==> src/rtl/uart_tx_fifo.sv <==
// Byte FIFO plus launch controller feeding a UART transmitter, one byte per tx_start/tx_done.
// Optional sticky overflow flag is built when UART_TX_FIFO_OVF_EN is defined.
module uart_tx_fifo #(
    parameter int unsigned DEPTH_LOG2  = 4,
    parameter int unsigned AFULL_LEVEL = 12
) (
    input  logic                clk_i,
    input  logic                rst_i,
    input  logic                wr_en_i,
    input  logic [7:0]          wr_data_i,
    input  logic                flush_i,
    output logic                full_o,
    output logic                almost_full_o,
    output logic                empty_o,
    output logic [DEPTH_LOG2:0] level_o,
    output logic                busy_o,
    output logic                tx_start_o,
    output logic [7:0]          tx_data_o,
    input  logic                tx_done_i,
    input  logic                ovf_clr_i,
    output logic                ovf_o
);

    localparam int unsigned Depth = 1 << DEPTH_LOG2;

    typedef logic [DEPTH_LOG2:0] ptr_t;
    localparam ptr_t PtrOne = ptr_t'(1);

    typedef enum logic [1:0] {
        StIdle,
        StStart,
        StWait
    } state_e;

    state_e     state_q, state_d;
    ptr_t       wr_ptr_q, wr_ptr_d;
    ptr_t       rd_ptr_q, rd_ptr_d;
    logic [7:0] tx_data_q, tx_data_d;
    logic [7:0] mem_q [Depth];

    logic empty;
    logic full;
    logic push;
    logic pop;
    ptr_t level;

    // Pointers carry an extra wrap bit so full and empty are distinguishable.
    always_comb begin
        empty = (wr_ptr_q == rd_ptr_q);
        full  = (wr_ptr_q[DEPTH_LOG2-1:0] == rd_ptr_q[DEPTH_LOG2-1:0]) &&
                (wr_ptr_q[DEPTH_LOG2] != rd_ptr_q[DEPTH_LOG2]);
        level = wr_ptr_q - rd_ptr_q;
        push  = wr_en_i && !full && !flush_i;
        pop   = (state_q == StIdle) && !empty && !flush_i;
    end

    always_comb begin
        wr_ptr_d = wr_ptr_q;
        rd_ptr_d = rd_ptr_q;
        if (push) begin
            wr_ptr_d = wr_ptr_q + PtrOne;
        end
        if (flush_i) begin
            rd_ptr_d = wr_ptr_q;
        end else if (pop) begin
            rd_ptr_d = rd_ptr_q + PtrOne;
        end
    end

    always_comb begin
        state_d   = state_q;
        tx_data_d = tx_data_q;
        unique case (state_q)
            StIdle: begin
                if (pop) begin
                    tx_data_d = mem_q[rd_ptr_q[DEPTH_LOG2-1:0]];
                    state_d   = StStart;
                end
            end
            StStart: begin
                state_d = StWait;
            end
            StWait: begin
                if (tx_done_i) begin
                    state_d = StIdle;
                end
            end
            default: begin
                state_d = StIdle;
            end
        endcase
    end

    always_ff @(posedge clk_i or posedge rst_i) begin
        if (rst_i) begin
            state_q   <= StIdle;
            wr_ptr_q  <= '0;
            rd_ptr_q  <= '0;
            tx_data_q <= 8'h00;
        end else begin
            state_q   <= state_d;
            wr_ptr_q  <= wr_ptr_d;
            rd_ptr_q  <= rd_ptr_d;
            tx_data_q <= tx_data_d;
        end
    end

    // Storage needs no reset; only slots behind the pointers are ever read.
    always_ff @(posedge clk_i) begin
        if (push) begin
            mem_q[wr_ptr_q[DEPTH_LOG2-1:0]] <= wr_data_i;
        end
    end

`ifdef UART_TX_FIFO_OVF_EN
    logic ovf_q, ovf_d;

    always_comb begin
        ovf_d = ovf_q;
        if (wr_en_i && full) begin
            ovf_d = 1'b1;
        end else if (ovf_clr_i) begin
            ovf_d = 1'b0;
        end
    end

    always_ff @(posedge clk_i or posedge rst_i) begin
        if (rst_i) begin
            ovf_q <= 1'b0;
        end else begin
            ovf_q <= ovf_d;
        end
    end

    assign ovf_o = ovf_q;
`else
    logic unused_ovf_clr;
    assign unused_ovf_clr = ovf_clr_i;
    assign ovf_o          = 1'b0;
`endif

    assign empty_o       = empty;
    assign full_o        = full;
    assign level_o       = level;
    assign almost_full_o = (32'(level) >= AFULL_LEVEL);
    assign busy_o        = (state_q != StIdle);
    assign tx_start_o    = (state_q == StStart);
    assign tx_data_o     = tx_data_q;

endmodule

==> config.mk <==
export PLATFORM = sky130hd
export DESIGN_NAME = uart_tx_fifo
export DESIGN_NICKNAME = d
export VERILOG_FILES = /design/src/rtl/uart_tx_fifo.sv
export SDC_FILE = /design/constraint.sdc
export NUM_CORES = 1
export LEC_CHECK = 0
export BUFFER_PORTS_ARGS = -buffer_cell sky130_fd_sc_hd__clkbuf_2
export CAP_MARGIN = 20
export CORE_AREA = 2 2 114 116
export DETAILED_ROUTE_END_ITERATION = 6
export DIE_AREA = 0 0 116 118
export GPL_TIMING_DRIVEN = 0
export PLACE_DENSITY = 0.74
export SYNTH_ARGS = -nofsm -noshare
export SYNTH_HDL_FRONTEND = slang
export SYNTH_SLANG_ARGS = --single-unit
==> constraint.sdc <==
create_clock -name clk_i -period 2.98 [get_ports clk_i]
set_clock_uncertainty 0.1 [all_clocks]
set_input_delay 0.149 -clock clk_i [delete_from_list [all_inputs] [get_ports clk_i]]
set_output_delay 0.149 -clock clk_i [all_outputs]
set_load 0.01 [all_outputs]
==> results summary <==
The floorplan step set the die height to 118 µm. The fraction of synthesized area in multiplexers is 11.4%. The layout-stage area growth over the synthesis result came out at 18.5%. The first detailed-routing pass ran for 5 iterations. The worst slew margin relative to its limit came out at between 40% and 50%. Power comes to between 6 and 7 mW. The proportion of power drawn by combinational gates is around a third.

The deepest level of the CTS H-tree is 4. Max-cap violations in this run came to 0. The starting density of the core came out at 49.0%. The design internal power came out at roughly 4.6 mW. The number of placement rows is 41.

The sink count of the clock tree is roughly 150. Using the TritonRoute via totals, the vias-per-cell ratio works out to 5.72. The tree is rooted in a clkbuf_16. For this run, the total global-route usage over all layers was measured as roughly 20%. The net count of the mapped netlist came out at roughly 400. The count of boundary I/O pins came out at 33. The biggest cell delay along the critical path is around 0.43 ns. The total power density per cell area is ~970 nW/µm². The clock slew at the register clock pins of the worst setup and hold paths is approximately 0.06 ns. The critical register-to-register path endpoint is mem_q[13][3].

The net count of the finished layout is 449. The required time of the worst setup path came out at ~3 ns. The total clock buffers created by CTS is 17. The gate count of the mapped netlist is 367. The first global-routing pass estimated between 15000 and 20000 µm of wire. The post-route DRC violation count came out at 0. The post-route setup TNS came out at 0 ns. Setup violations remaining at the end of the flow were counted as 0. The final design utilization came out at between 50% and 60%. The launch point of the critical path is rd_ptr_q[2].

The hold violation count in the final report came out at 0. Setup repair after global routing left no endpoint under its margin. The final cycle utilization of the critical path is 92.9%. The routed design uses roughly 800 µm of met3 wire. The worst setup slack for register-to-register paths came out at approximately 0.21 ns. The number of enable flip-flop cells after synthesis is about 130. At the end of routability-driven placement, the weighted congestion stood at roughly 0.90. In this run the worst setup path terminates at mem_q[13][3]. Summing over every cut layer, the via total after detailed routing is around 3500. The total cell area at the placement stage came out at approximately 6500 µm². The arrival time at the worst endpoint came out at between 2 and 3 ns. STA classifies the critical path endpoint as a register. Counting along the longest clock path gives a buffer depth of 2. After Yosys synthesis, XOR and XNOR cells account for 1.56% of the synthesized area. The count of pins over their slew limit is 0. The mean post-synth cell area came out at 16.6 µm². The initial antenna violation count came out at 0. The static leakage came out at ~2.5 nW. After synthesis, the share of flip-flops with an asynchronous set or reset is a little over an eighth. The tightest min-delay check is of the input pin to register type. The clock latency on the worst-skew pair is around 0.42 ns.

For the pin with the worst max-slew slack, the measured transition is ~0.86 ns. The TritonCTS clock tree is yes. The fmax came out at 361 MHz. The leftover overflow at the end of global routing came out at 0. The worst hold margin came out at ~0.029 ns. Walking the worst path, the cells encountered are buf_2 > inv_1 > ha_1 > and4_1 > a21boi_4 > nand3_2 > nor2_4 > buf_12.

The overall die width came out at around 120 µm. The final wirelength came out at 12600 µm. The starting DRC count in detailed routing came out at between 300 and 400.

The total standard cell area after synthesis came out at between 6000 and 7000 µm². The number of warnings reported in the yosys synthesis log is 0. After Yosys synthesis, full adders, half adders and majority gates account for 2.18% of the synthesized area. The synthesized netlist contains 41 unique library cells. The antenna violation net count after detailed routing came out at 0.

The cell count of the worst reg-to-reg path is 8. Net switching is 34.2% of the power. The startpoint of the most critical hold path is tx_done_i. In this run the critical register-to-register path is launched from rd_ptr_q[2].

The minimum period implied by the final worst setup slack is around 2.8 ns. The via count of the first global-routing pass is approximately 3400. The main flop type after synthesis is edfxtp_1. The area inside the core boundary is around 12000 µm².

For this design, the slowest cell found on the critical path is dfrtp_1. In this run the top signal layer used is met4. The share of the yosys chip area belonging to registers came out at between 70% and 80%. The number of synthesized register bits is around 150.

After routing the design area is between 7000 and 8000 µm². The total routed wire length on the met1 layer came out at 5060 µm. Summing the areas of all compound-gate instances in the mapped netlist gives 5.54% of the synthesized area. STA classifies the critical path startpoint as a register. The worst-case IR drop observed on VDD is between 400 and 500 µV. The fraction of layout instances using a drive strength above 1 came out at 26.0%.

The detailed-route wire length per cell came out at between 20 and 25 µm. The class of the most critical setup path is register to register. The switching power came out at 2.39 mW.

Registers are responsible for 38.2% of the overall power. The flow ran to the end, and the final reports show no timing, DRC or antenna violations. The HPWL after detailed placement is around 8500 µm. Summed over all nets, wire length on met2 after detailed routing comes to ~6400 µm.

The pin count of the biggest net entering global routing is 21. The die covers approximately 14000 µm². The share of synthesized cell area in and, or, nand and nor gates is under 10%. The largest driver fanout on the critical path came out at 10. By area, the combinational part of the netlist is dominated by multiplexers. Of the total power, the clock network draws between 20% and 30%.

The number of diodes added for antenna fixing is 0. The count of buffers inserted at the top-level ports is 29.
-- synth_stat cells, drive strengths merged, types with 3 or more instances --
library cell,count,area share (%)
a211oi,7,0.86
nor4,4,0.41
nand3,4,0.33
xnor2,8,1.2
o22ai,16,1.6
inv,18,1.1
buf,10,0.91
nor2b,3,0.31
ha,9,1.9
nand2,12,0.74
a31oi,11,1.1
nor3b,3,0.37
edfxtp,128,63
o21ai,9,0.74
dfrtp,20,8.2
mux4,16,5.9
mux2i,33,5.4
nand4,3,0.31
nor2,22,1.4
clkbuf,5,0.31
and3,8,0.82
-- critical path: cells and delay by family (launching register included) --
family | cells | cell delay (ns)
compound gates | 1 | 0.31
simple gates | 3 | 0.67
fa+ha+maj | 1 | 0.36
buf+inv | 3 | 0.60
flops | 1 | 0.43
-- logic make-up (layout without fill, tap and decap cells) --
kind of cell / count (synthesis) / count (layout)
other cells: 1 / 1
flops: 148 / 148
simple gates: 66 / 66
buf+inv: 33 / 104
fa+ha+maj: 10 / 10
mux: 49 / 49
xor+xnor: 10 / 10
compound gates: 50 / 50
-- cell type report --
type | count | area, µm²
tap | 172 | 215
sequential | 148 | 4340
clock buffer | 19 | 433
clock inverter | 13 | 123
timing repair buffer | 40 | 268
inverter | 18 | 70.1
multi-input combinational | 186 | 1680
fill | 949 | 5210
buffer | 14 | 76.3
-- sequential cells by signal (all words and copies together), names as in the netlist --
signal     flops
rd_ptr_q       5
wr_ptr_q       5
state_q        2
mem_q        128
tx_data_o      8
-- through the flow --
step | setup slack (ns) | cells
5_1_grt | 0.0736 | 610
3_3_place_gp | -1.18 | 568
6_report | 0.213 | 610
3_5_place_dp | -0.933 | 572
4_1_cts | 0.00441 | 608
2_1_floorplan | -0.00341 | 367
-- placed cells by master, fill, tap and decap left out, types with 2 or more instances in the layout --
cell        count
mux2i_1        33
clkbuf_1        7
nand3b_1        2
o21ai_0         7
nor4_2          4
nor3b_1         3
mux4_2         16
ha_1            9
buf_2           4
nand3_1         3
a31oi_1        11
edfxtp_1      128
clkinvlp_4      4
xnor2_1         8
dfrtp_1        20
nand2_1        12
a211oi_1        7
buf_1           2
o22ai_1        16
or3_1           2
clkinv_2        2
buf_12          3
buf_4           8
clkbuf_2       29
clkbuf_16      17
buf_6           2
nand4_1         3
and3_2          7
nor2_1         19
nor2_4          3
inv_1          17
nor2b_1         3
inv_6           5
-- power by group through the flow --
stage	clock network (mW)	logic, mW	registers, mW
final	1.99	2.34	2.67
after global routing	2.10	2.54	2.69
after CTS	2.01	2.31	2.66
after detailed placement	0	2.24	2.70
after global placement	0	2.13	2.69
after floorplan	0	1.54	2.67
-- how the worst min path moves through the flow --
stage / to / slack [ns] / cells past startpoint
after floorplan: rd_ptr_q[0] / 0.01 / 1
after global placement: state_q[1] / 0.21 / 2
after detailed placement: state_q[0] / 0.24 / 2
after CTS: state_q[1] / 0.02 / 3
after global routing: state_q[1] / 0.06 / 3
final: state_q[1] / 0.03 / 3
-- what timing repair did --
action / 4_1_cts / 5_1_grt
endpoints found under the hold margin: 20 / 0
buffers inserted: 3 / 3
gates resized for setup: 16 / 9
hold buffers: 1 / 0
gates cloned: 0 / 0
endpoints found under the setup margin: 141 / 118
pin swaps: 3 / 1
-- routing by layer --
metal  track usage (%)  up-vias
met3              4.43       30
li1                  -     1540
met4              9.75        0
met1              26.9     1760
met2              31.1      159
met5                 0        -
Power figures use the tool's default switching activity.
